**src/rtl/srlzr_ctrl.sv**
```systemverilog
// Sequencer for a parallel-in/serial-out serializer: buffers one upstream
// word, pulses the PISO load, then enables WIDTH shift cycles per frame with
// first/last qualifiers, optional inter-frame gap and a completed-frame count.
module srlzr_ctrl #(
    parameter int unsigned WIDTH  = 4,
    parameter int unsigned GAP    = 0,
    parameter int unsigned FCNT_W = 16
) (
    input  logic              clk,
    input  logic              rst,
    input  logic              en,
    input  logic [WIDTH-1:0]  s_data,
    input  logic              s_valid,
    output logic              s_ready,
    output logic              piso_load,
    output logic [WIDTH-1:0]  piso_data,
    output logic              piso_shift,
    output logic              tx_valid,
    output logic              tx_sof,
    output logic              tx_last,
    output logic              busy,
    output logic [FCNT_W-1:0] frame_cnt
);

    localparam int unsigned BIT_W = $clog2(WIDTH);
    localparam int unsigned GAP_W = 4;
    localparam logic [BIT_W-1:0] BIT_LAST = BIT_W'(WIDTH - 1);
    // Only compared while in the gap state, which is unreachable when GAP is 0.
    localparam logic [GAP_W-1:0] GAP_LAST = GAP_W'(GAP - 1);

    typedef enum logic [1:0] {
        ST_IDLE  = 2'd0,
        ST_LOAD  = 2'd1,
        ST_SHIFT = 2'd2,
        ST_GAP   = 2'd3
    } state_t;

    state_t             state;
    state_t             state_nxt;
    logic [BIT_W-1:0]   bit_cnt;
    logic [BIT_W-1:0]   bit_cnt_nxt;
    logic [GAP_W-1:0]   gap_cnt;
    logic [GAP_W-1:0]   gap_cnt_nxt;
    logic               frame_inc;
    logic               hold_full;
    logic [WIDTH-1:0]   hold_data;
    logic               rdy_en;
    logic               accept;

    assign accept = s_valid & s_ready;

    // State and frame-position counters.
    always_ff @(posedge clk or posedge rst) begin
        if (rst) begin
            state   <= ST_IDLE;
            bit_cnt <= '0;
            gap_cnt <= '0;
        end else begin
            state   <= state_nxt;
            bit_cnt <= bit_cnt_nxt;
            gap_cnt <= gap_cnt_nxt;
        end
    end

    // Next-state and counter update.
    always_comb begin
        state_nxt   = state;
        bit_cnt_nxt = bit_cnt;
        gap_cnt_nxt = gap_cnt;
        frame_inc   = 1'b0;
        case (state)
            ST_IDLE: begin
                if (hold_full && en) state_nxt = ST_LOAD;
            end
            ST_LOAD: begin
                state_nxt   = ST_SHIFT;
                bit_cnt_nxt = '0;
            end
            ST_SHIFT: begin
                bit_cnt_nxt = bit_cnt + 1'b1;
                if (bit_cnt == BIT_LAST) begin
                    frame_inc   = 1'b1;
                    bit_cnt_nxt = '0;
                    if (GAP != 0) begin
                        state_nxt   = ST_GAP;
                        gap_cnt_nxt = '0;
                    end else if (hold_full && en) begin
                        state_nxt = ST_LOAD;
                    end else begin
                        state_nxt = ST_IDLE;
                    end
                end
            end
            ST_GAP: begin
                gap_cnt_nxt = gap_cnt + 1'b1;
                if (gap_cnt == GAP_LAST) begin
                    gap_cnt_nxt = '0;
                    state_nxt   = (hold_full && en) ? ST_LOAD : ST_IDLE;
                end
            end
            default: begin
                state_nxt = ST_IDLE;
            end
        endcase
    end

    // One-word holding register; the held word drains on LOAD unless refilled.
    // rdy_en keeps s_ready low until the first edge after reset release.
    always_ff @(posedge clk or posedge rst) begin
        if (rst) begin
            hold_full <= 1'b0;
            hold_data <= '0;
            rdy_en    <= 1'b0;
        end else begin
            rdy_en <= 1'b1;
            if (accept) begin
                hold_data <= s_data;
                hold_full <= 1'b1;
            end else if (state == ST_LOAD) begin
                hold_full <= 1'b0;
            end
        end
    end

    // Completed-frame counter, wraps silently.
    always_ff @(posedge clk or posedge rst) begin
        if (rst) begin
            frame_cnt <= '0;
        end else if (frame_inc) begin
            frame_cnt <= frame_cnt + 1'b1;
        end
    end

    // Strobes decoded from registered state only.
    assign s_ready    = rdy_en & (~hold_full | (state == ST_LOAD));
    assign piso_load  = (state == ST_LOAD);
    assign piso_data  = {WIDTH{piso_load}} & hold_data;
    assign piso_shift = (state == ST_SHIFT);
    assign tx_valid   = (state == ST_SHIFT);
    assign tx_sof     = (state == ST_SHIFT) && (bit_cnt == '0);
    assign tx_last    = (state == ST_SHIFT) && (bit_cnt == BIT_LAST);
    assign busy       = (state != ST_IDLE) | hold_full;

endmodule

```
**config.mk**
```make
export PLATFORM = sky130hd
export DESIGN_NAME = srlzr_ctrl
export DESIGN_NICKNAME = d
export VERILOG_FILES = /design/src/rtl/srlzr_ctrl.sv
export SDC_FILE = /design/constraint.sdc
export NUM_CORES = 1
export LEC_CHECK = 0
export CAP_MARGIN = 10
export CORE_ASPECT_RATIO = 1.5
export CORE_UTILIZATION = 50
export CTS_CLUSTER_SIZE = 8
export DETAILED_ROUTE_END_ITERATION = 8
export HOLD_SLACK_MARGIN = 0.15
export PLACE_DENSITY = 0.77
export RECOVER_POWER = 50
export SLEW_MARGIN = 15
export SYNTH_ARGS = -nofsm -noshare
export SYNTH_HDL_FRONTEND = slang
export SYNTH_SLANG_ARGS = --single-unit
```
**constraint.sdc**
```tcl
create_clock -name clk -period 3 [get_ports clk]
set_clock_uncertainty 0.2 [all_clocks]
set_input_delay 0.75 -clock clk [delete_from_list [all_inputs] [get_ports clk]]
set_output_delay 0.75 -clock clk [all_outputs]
set_load 0.02 [all_outputs]
```
==> impl_results.md, run 1 <==
- Via count: 1057
- Clk buf depth: 2
- Post-DP HPWL: 2.03 mm
- Slowest CP cell: clkdlybuf4s50_1
- Post-Route WL: 2.76 mm
- Syn nets: 142
- Maximum vdd ir drop: 0.516 mV
- Global router's overall resource usage: 0.213
- CTS buffer count: 5
- Layout area overhead: 33.3%
- Startpoint Class: register
- Largest net degree at the start of global routing: 31
- Post-CTS Hold Buffers: 0
- GP Congestion: 0.763
- Min Hold Slack: 0.276 ns
- Fin area: 1890 µm²
- Die area: 3060 µm²
- H-tree Lvls: 2
- Top post-synthesis cells by area: dfrtp_1 (53%), ha_1 (7.1%), xnor2_1 (6.8%)
- Critical Path End Type: primary output
- Post-CTS setup repair buffer count: 0
- Synth area leader: dfrtp_1
- Async SR Flop Fraction: 1.00
- Most used flip-flop cell after synthesis: dfrtp_1
- Post-Synthesis Cell Area: 1420 µm²
- Num rows: 23
- Post-CTS resize count: 0
- First-pass GRT wire length: 4.47 mm
- Initial antenna violation count: 0
- Post-DP Area: 1800 µm²
- Slew Limit Fails: 31
- Max-Cap Viols: 1
- ANT nets after route: 0
- Multi-input logic area: 624 µm²
- Post-synth top cells: dfrtp_1 (30), nand2_1 (12), xnor2_1 (11)
- Iter 0 DRT Violations: 17
- Die Y-Extent: 67.2 µm
- CP arrival: 1.88 ns
- Antenna cells: 0
- CTS tree: built
- Count leader, synth: dfrtp_1
- Final hold violation count: 0
- Failing checks: max-capacitance violations, max-slew violations
- Total power: 0.00141 W
- Synth cell types: 24
- Vias in the first global route: 1087
- Pleak: 0.848 nW
- Worst skew pair latency: 0.28 ns
- Register area: 751 µm²
- Hold Crit Class: register to register
- Seq/Total Area, Yosys: 0.530
- RSZ-0062 raised after global routing: no
- 1st-pass router iterations: 4
- IO Port Bufs: 34
- Overflow after GRT: 0
- Rel. slew slack: -0.0491
- CP most frequent cell: inv_1
- FF+latch count, synth: 30
- Crit path required time: 2.05 ns
- DIE WIDTH: 45.5 µm
- CTS root buffer: clkbuf_8
- Core area: 2680 µm²
- Share of layout cells above drive strength 1: 0.107
- # DRC: 0
- Via density: 5.16
- CTS sink cnt: 30
- Sum Neg Setup Slack: 0 ns
- Post-Syn Instances: 126
- Max Fanout on Critical Path: 9
- Fill cells: 212
- Final setup vio count: 0
- Yosys Warn Count: 0
- Synth Area per Inst: 11.3 µm²
- Status: finished with violations
- Ports: 35
- Critical Path Max Stage Delay: 0.59 ns
- Initial Utilization: 0.530
- Avg WL per Cell: 13.5 µm
- Period Utilization, post-route: 0.943
- Reg clk slew, reported paths: 0.06 ns
- Crit path cell chain: inv_1, ha_2, nand2_1, inv_1, clkdlybuf4s50_1
- Worst-margin pin slew: 1.57 ns
- Fin nets: 183
- Pwr/cell area: 746 nW/µm²
- Minimum clock period: 2.83 ns
- WS Path Type: register to primary output
- Max frequency: 0.354 GHz
- Area share of the largest cell type after synthesis: 0.530
- Post-synth EDFFs: 0
-- metal layers --
metal / global-route usage / up-vias / wire, µm
met5: 0 / - / 0
met4: 0.0947 / 0 / 23
met3: 0.0802 / 3 / 132
met2: 0.395 / 41 / 1560
met1: 0.195 / 512 / 1040
li1: - / 501 / -
-- area by class of cell --
class / instances / area share
Clock inverter: 1 / 0.00265
Multi-Input combinational cell: 87 / 0.330
Clock buffer: 7 / 0.0457
Timing Repair Buffer: 35 / 0.183
Tap cell: 37 / 0.0245
Inverter: 8 / 0.0159
Sequential cell: 30 / 0.397
-- report_power, final --
group          switching, W  internal, W  total (W)
combinational      0.000269     0.000246   0.000514
sequential        0.0000693     0.000492   0.000561
clock              0.000149     0.000185   0.000334
-- sequential cells by signal, indices dropped and copies added (netlist names) --
signal and cells:
rdy_en 1, bit_cnt 2, hold_data 4, hold_full 1, frame_cnt 16, state 2, gap_cnt 4
-- stage by stage --
stage               utilization  worst slack [ns]  std cells
floorplan                     -             0.838        126
global placement          0.674             0.446        197
detailed placement        0.674             0.346        197
global route              0.706            0.0425        205
finish                    0.706             0.172        205
CTS                       0.708            0.0178        205
-- layout by cell type (no fill, tap or decap) --
| master | n |
|---|---|
| and4_4 | 1 |
| ha_1 | 6 |
| ha_2 | 2 |
| dlymetal6s2s_1 | 1 |
| nor2_1 | 5 |
| dfrtp_1 | 30 |
| and2_1 | 6 |
| inv_1 | 8 |
| and4_1 | 2 |
| or2_1 | 1 |
| o211ai_1 | 1 |
| nand3_1 | 8 |
| nand2_1 | 12 |
| a21oi_1 | 1 |
| and2_2 | 1 |
| xor2_1 | 5 |
| conb_1 | 1 |
| clkinv_2 | 1 |
| o21ai_0 | 7 |
| xnor2_1 | 11 |
| nand4_1 | 6 |
| mux2_2 | 6 |
| clkbuf_1 | 2 |
| nor3_2 | 1 |
| clkdlybuf4s50_1 | 33 |
| clkbuf_8 | 6 |
| a222oi_1 | 1 |
| nand2b_1 | 3 |
-- worst paths after layout --
path | startpoint | to | slack, ns | depth (start not counted)
max | state[0] | tx_last | 0.17 | 5
min | frame_cnt[15] | frame_cnt[15] | 0.28 | 1
max reg2reg | state[1] | hold_data[3] | 1.05 | 6
min reg2reg | frame_cnt[15] | frame_cnt[15] | 0.28 | 1
max in group asynchronous | rst | frame_cnt[14] | 0.56 | 3
min in group asynchronous | rst | frame_cnt[4] | 1.12 | 3
-- worst max-delay path, delay by kind of cell, from the launching register on --
kind,cells,cell delay [ns]
adders and majority gates,1,0.28
buffers and inverters,3,0.79
DFF,1,0.41
and+or+nand+nor,1,0.13
-- kinds of logic (layout without fill, tap and decap cells) --
kind of cell,after synthesis,in the layout,synth area share
muxes,6,6,0.0477
AOI/OAI and AO/OA,10,10,0.0406
buffers and inverters,9,51,0.0265
and+or+nand+nor,46,46,0.184
DFF,30,30,0.530
other,1,1,0.00265
xor gates and xnor gates,16,16,0.0988
adders and majority gates,8,8,0.0706
Power figures use the tool's default switching activity.
==> run 2: changes to the inputs <==
Settings changed: CORE_ASPECT_RATIO 1.5 to 1.75, GPL_ROUTABILITY_DRIVEN from default to 1, SLEW_MARGIN 15 to default.
==> run 2 against run 1 <==
  * Critical endpoint is now s_ready
  * The flow still finishes with violations (max-capacitance violations, max-slew violations)
  * Critical path depth unchanged
  * Non-clock buffer count stayed put
  * Combinational power is 1% lower
  * Largest cell class unchanged
==> impl_results.md, run 2 (synthesis gave the netlist of run 1 again) <==
- Num rows: 25 (+8.7%)
- Final setup vio count: 0 (unchanged)
- Bufs and invs on worst path: 2 (-1)
- H-tree Lvls: 2 (unchanged)
- CP arrival: 1.94 ns (+0.06 ns)
- Total power: 0.00141 W (about the same)
- Via density: 5.36 (+3.9%)
- Sw Pwr: 0.000487 W (about the same)
- Max frequency: 0.346 GHz (-2.1%)
- CTS sink cnt: 30 (unchanged)
- Biggest register: frame_cnt
- Top Registers: frame_cnt x16, gap_cnt x4, hold_data x4
- CTS root buffer: clkbuf_8
- Max-Cap Viols: 1 (unchanged)
- Max Fanout on Critical Path: 7 (-2)
- IO Port Bufs: 34 (unchanged)
- Overflow after GRT: 0 (unchanged)
- # DRC: 0 (unchanged)
- First-pass GRT wire length: 4.82 mm (+7.9%)
- Initial Utilization: 0.527 (-0.00271)
- Post-DP HPWL: 2.06 mm (+1.2%)
- Pwr/cell area: 752 nW/µm² (+0.87%)
- Post-DP Area: 1790 µm² (-0.69%)
- WS Path Type: register to primary output
- Die area: 3060 µm² (+0.13%)
- GP Congestion: 0.769 (+0.80%)
- Largest delay contributor family on the critical path: buffers and inverters
- Core area: 2690 µm² (+0.51%)
- Crit path required time: 2.05 ns (about the same)
- Global router's overall resource usage: 0.213 (about the same)
- Pleak: 0.837 nW (-1.4%)
- Maximum vdd ir drop: 0.504 mV (-2.3%)
- Rel. slew slack: -0.0891 (-0.0400)
- Iter 0 DRT Violations: 16 (-1)
- Post-CTS Hold Buffers: 0 (unchanged)
- Die Y-Extent: 72.4 µm (+7.8%)
- CTS tree: built
- Post-Route WL: 2.81 mm (+1.7%)
- Vias in the first global route: 1055 (-2.9%)
- Fin nets: 183 (unchanged)
- Ports: 35 (unchanged)
- Critical Path Max Stage Delay: 0.61 ns (+0.02 ns)
- CTS buffer count: 5 (unchanged)
- Share of layout cells above drive strength 1: 0.107 (unchanged)
- Status: finished with violations
- Combinational share of power: 0.360 (-0.005)
- Commonest non-fill, non-tap cell in the layout: clkdlybuf4s50_1
- Flop pwr share: 0.400 (+0.002)
- Pint: 0.000923 W (about the same)
- Max FFs per register: 16 (unchanged)
- Worst-margin pin slew: 1.63 ns (+0.0600 ns)
- Slowest CP cell: clkdlybuf4s50_1
- Clk buf depth: 2 (unchanged)
- RSZ-0062 raised after global routing: no
- Minimum clock period: 2.89 ns (+0.0592 ns)
- Antenna cells: 0 (unchanged)
- Sw Share: 0.346 (about the same)
- Final Util: 0.697 (-0.00919)
- Sum Neg Setup Slack: 0 ns (unchanged)
- ANT nets after route: 0 (unchanged)
- Period Utilization, post-route: 0.962 (+0.0197)
- Startpoint Class: register
- Critical Path End Type: primary output
- Initial antenna violation count: 0 (unchanged)
- Most frequent cells in the layout: clkdlybuf4s50_1 (34), dfrtp_1 (30), nand2_1 (12)
- Worst skew pair latency: 0.29 ns (about the same)
- Largest net degree at the start of global routing: 31 (unchanged)
- Crit path cell chain: inv_1, ha_2, nand2b_1, and2_1, clkdlybuf4s50_1
- Final hold violation count: 0 (unchanged)
- Clk pwr share: 0.239 (+0.002)
- 1st-pass router iterations: 4 (unchanged)
- Failing checks: max-capacitance violations, max-slew violations
- Reg clk slew, reported paths: 0.06 ns (about the same)
- Hold Crit Class: register to register
- Fin area: 1870 µm² (-0.79%)
- Avg WL per Cell: 14.4 µm (+6.9%)
- Via count: 1045 (-1.1%)
- Layout area overhead: 32.2%
- Slew Limit Fails: 31 (unchanged)
- DIE WIDTH: 42.3 µm (-7.1%)
==> run 2: cell count changes in the layout (fill, tap and decap cells not counted), sizes merged <==
| cell | previous run | this run |
|---|---|---|
| dlymetal6s2s | 1 | 0 |
| clkdlybuf4s50 | 33 | 34 |
==> run 2: final timing paths <==
| check | from | to | slack, ns | depth (start not counted) |
|---|---|---|---|---|
| worst max register to register | state[1] | hold_data[1] | 1.08 | 6 |
| worst min register to register | frame_cnt[15] | frame_cnt[15] | 0.27 | 1 |
| min in group asynchronous | rst | gap_cnt[3] | 1.14 | 3 |
| max in group asynchronous | rst | frame_cnt[7] | 0.52 | 3 |
| worst min-delay path | frame_cnt[15] | frame_cnt[15] | 0.27 | 1 |
| worst max-delay path | state[1] | s_ready | 0.11 | 5 |
==> run 2: power groups by stage <==
stage	Combinational (W)	Clock (W)	Sequential, W
5_1_grt	0.000560	0.000360	0.000575
4_1_cts	0.000509	0.000345	0.000564
2_1_floorplan	0.000324	0	0.000550
3_5_place_dp	0.000503	0	0.000571
6_report	0.000508	0.000338	0.000564
3_3_place_gp	0.000487	0	0.000561
==> run 2: final cells by class <==
| type | instances | area [µm²] |
|---|---|---|
| Clock buffer | 7 | 86.3 |
| Clock inverter | 1 | 5.00 |
| Fill cell | 215 | 816 |
| Inverter | 8 | 30.0 |
| Multi-Input combinational cell | 87 | 624 |
| Sequential cell | 30 | 751 |
| Tap cell | 27 | 33.8 |
| Timing Repair Buffer | 35 | 344 |
==> run 2: per-layer routing <==
metal | up-vias | global-route usage | share of wire
met1 | 500 | 0.235 | 0.40
li1 | 507 | - | -
met3 | 6 | 0.0597 | 0.044
met4 | 0 | 0.118 | 0.022
met5 | - | 0 | 0
met2 | 32 | 0.362 | 0.54
==> run 2: per-stage QoR <==
| stage | setup slack (ns) | instances | hold slack (ns) |
|---|---|---|---|
| finish | 0.113 | 195 | 0.266 |
| global route | 0.0158 | 195 | 0.318 |
| CTS | 0.0701 | 195 | 0.274 |
| detailed placement | 0.387 | 187 | 0.263 |
| global placement | 0.447 | 187 | 0.262 |
| floorplan | 0.838 | 126 | 0.250 |
==> run 2: repair_timing <==
action                     4_1_cts  5_1_grt
resized for setup                0        2
setup buffers                    0        0
setup endpoints to repair        0        2
==> run 3: changes to the inputs <==
Settings changed: SETUP_SLACK_MARGIN from default to 0.4, SKIP_CTS_REPAIR_TIMING from default to 1.
Clock period 3 ns to 3.4 ns, I/O delays scaled along.
==> run 3 against run 2 <==
  * The run still ends with max-capacitance violations, max-slew violations left
  * Setup slack better by 0.31 ns
  * Register-to-register slack better by 0.36 ns
  * Die area stayed put
  * Global-route usage is 0.73 points lower
  * First-iteration DRC count stayed put
  * Cell area is 0.93% lower
  * Critical path type unchanged
  * Largest cell class unchanged
  * Largest power group unchanged
  * Highest routed layer unchanged
==> impl_results.md, run 3 (synthesis gave the netlist of run 1 again) <==
- Slowest CP cell: clkdlybuf4s50_1
- Placed cell count: 187 (unchanged)
- Combinational share of power: 0.370 (+0.010)
- Num rows: 25 (unchanged)
- RSZ-0062 raised after global routing: yes
- Worst r2r src: state[1]
- Biggest register: frame_cnt
- Max-Cap Viols: 1 (unchanged)
- Pwr/cell area: 648 nW/µm² (-14%)
- CTS buffer count: 5 (unchanged)
- CTS sink cnt: 30 (unchanged)
- Worst-margin pin slew: 1.58 ns (-0.0569 ns)
- Crit path required time: 2.35 ns (+0.30 ns)
- Global router's overall resource usage: 0.206 (-0.00731)
- Pint: 0.000788 W (-15%)
- Rel. slew slack: -0.0511 (+0.0380)
- Layout Cells excl Fill: 194 (-0.51%)
- Die area: 3060 µm² (unchanged)
- Fin nets: 183 (unchanged)
- DIE WIDTH: 42.3 µm (unchanged)
- Sum Neg Setup Slack: 0 ns (unchanged)
- Worst R2R Path Depth: 6 (unchanged)
- Critical path launch point: state[0]
- Max Fanout on Critical Path: 9 (+2)
- Maximum vdd ir drop: 0.499 mV (-1.0%)
- Antenna cells: 0 (unchanged)
- Vias in the first global route: 1060 (+0.47%)
- Max FFs per register: 16 (unchanged)
- Fin area: 1860 µm² (-0.93%)
- Post-DP HPWL: 2.06 mm (-0.12%)
- Cell count along the critical path: 5 (unchanged)
- Period Utilization, post-route: 0.877
- GP Congestion: 0.769 (unchanged)
- Crit path cell chain: inv_1, ha_1, nand2_1, inv_1, clkdlybuf4s50_1
- Sw Share: 0.345 (-0.000475)
- Initial Utilization: 0.527 (unchanged)
- Fill cells: 223 (+3.7%)
- Flop pwr share: 0.414 (+0.014)
- Commonest non-fill, non-tap cell in the layout: clkdlybuf4s50_1
- Avg WL per Cell: 14.1 µm (-1.8%)
- Largest net degree at the start of global routing: 31 (unchanged)
- Layout area overhead: 31.0%
- Most frequent cells in the layout: clkdlybuf4s50_1 (32), dfrtp_1 (30), nand2_1 (12)
- H-tree Lvls: 2 (unchanged)
- FF-to-FF setup slack: 1.44 ns (+0.36 ns)
- Sw Pwr: 0.000415 W (-15%)
- 1st-pass router iterations: 4 (unchanged)
- Via density: 5.38 (+0.32%)
- Final setup vio count: 0 (unchanged)
- Hold Crit Class: register to register
- Ports: 35 (unchanged)
- Initial antenna violation count: 0 (unchanged)
- Die Y-Extent: 72.4 µm (unchanged)
- CTS tree: built
- CP most frequent cell: inv_1
- Clk pwr share: 0.216 (-0.023)
- Final hold violation count: 0 (unchanged)
- Worst skew pair latency: 0.28 ns (about the same)
- Reg clk slew, reported paths: 0.06 ns (about the same)
- ANT nets after route: 0 (unchanged)
- CP arrival: 1.93 ns (about the same)
- Slew Limit Fails: 31 (unchanged)
- Largest delay contributor family on the critical path: buffers and inverters
- Clk buf depth: 2 (unchanged)
- Status: finished with violations
- Pleak: 0.842 nW (+0.64%)
- Post-DP Area: 1790 µm² (unchanged)
- Bufs and invs on worst path: 3 (+1)
- Total power: 0.00120 W (-15%)
- Critical Path Max Stage Delay: 0.59 ns (-0.02 ns)
- Minimum clock period: 2.98 ns
- IO Port Bufs: 34 (unchanged)
- Overflow after GRT: 0 (unchanged)
- Core area: 2690 µm² (unchanged)
- Iter 0 DRT Violations: 16 (unchanged)
- Critical Path End Type: primary output
- CTS root buffer: clkbuf_8
- Termination of the worst setup path: tx_last
- WS Path Type: register to primary output
- Reg-to-reg critical path endpoint: hold_data[1]
- Via count: 1043 (-0.19%)
- # DRC: 0 (unchanged)
- First-pass GRT wire length: 4.66 mm (-3.4%)
- Top Registers: frame_cnt x16, gap_cnt x4, hold_data x4
- Share of layout cells above drive strength 1: 0.0838 (-0.0233)
- Max frequency: 0.335 GHz
- Startpoint Class: register
- Post-Route WL: 2.74 mm (-2.3%)
- Failing checks: max-capacitance violations, max-slew violations
[run 3: cell count changes in the layout (fill, tap and decap cells not counted)]
cell | previous run | this run
clkinv_2 | 1 | 0
ha_1 | 6 | 8
dlygate4sd3_1 | 0 | 1
clkbuf_1 | 2 | 3
dlymetal6s2s_1 | 0 | 1
clkbuf_8 | 6 | 5
ha_2 | 2 | 0
clkdlybuf4s50_1 | 34 | 32
[run 3: metal layers]
layer / wire length, µm / global-route usage / vias to the layer above
met3: 115 / 0.0522 / 7
met4: 62 / 0.128 / 0
met1: 1040 / 0.218 / 501
li1: - / - / 501
met5: 0 / 0 / -
met2: 1520 / 0.356 / 34
[run 3: power groups by stage]
stage	logic, W	registers [W]	clock network, W
4_1_cts	0.000449	0.000498	0.000269
2_1_floorplan	0.000285	0.000486	0
3_5_place_dp	0.000445	0.000503	0
6_report	0.000445	0.000498	0.000260
5_1_grt	0.000486	0.000507	0.000283
3_3_place_gp	0.000430	0.000495	0
[run 3: how the worst min path moves through the flow]
stage / depth (start not counted) / startpoint / endpoint
final: 1 / frame_cnt[15] / frame_cnt[15]
after CTS: 1 / frame_cnt[15] / frame_cnt[15]
after detailed placement: 1 / frame_cnt[15] / frame_cnt[15]
after global routing: 1 / hold_data[2] / hold_data[2]
after global placement: 1 / frame_cnt[15] / frame_cnt[15]
after floorplan: 1 / gap_cnt[3] / gap_cnt[3]
[run 3: metrics by stage]
step,setup slack [ns],util,hold WS (ns)
after floorplan,1.14,-,0.250
final,0.418,0.690,0.268
after CTS,0.381,0.694,0.274
after global routing,0.295,0.690,0.315
after global placement,0.747,0.666,0.262
after detailed placement,0.693,0.666,0.262
[run 3: layout make-up]
cell class	instances	area, µm²	area share
clock buffers	7	76.3	0.0411
inverters	8	30.0	0.0162
multi-input cells	87	619	0.334
flip-flops and latches	30	751	0.404
well taps	27	33.8	0.0182
repair buffers	35	347	0.187
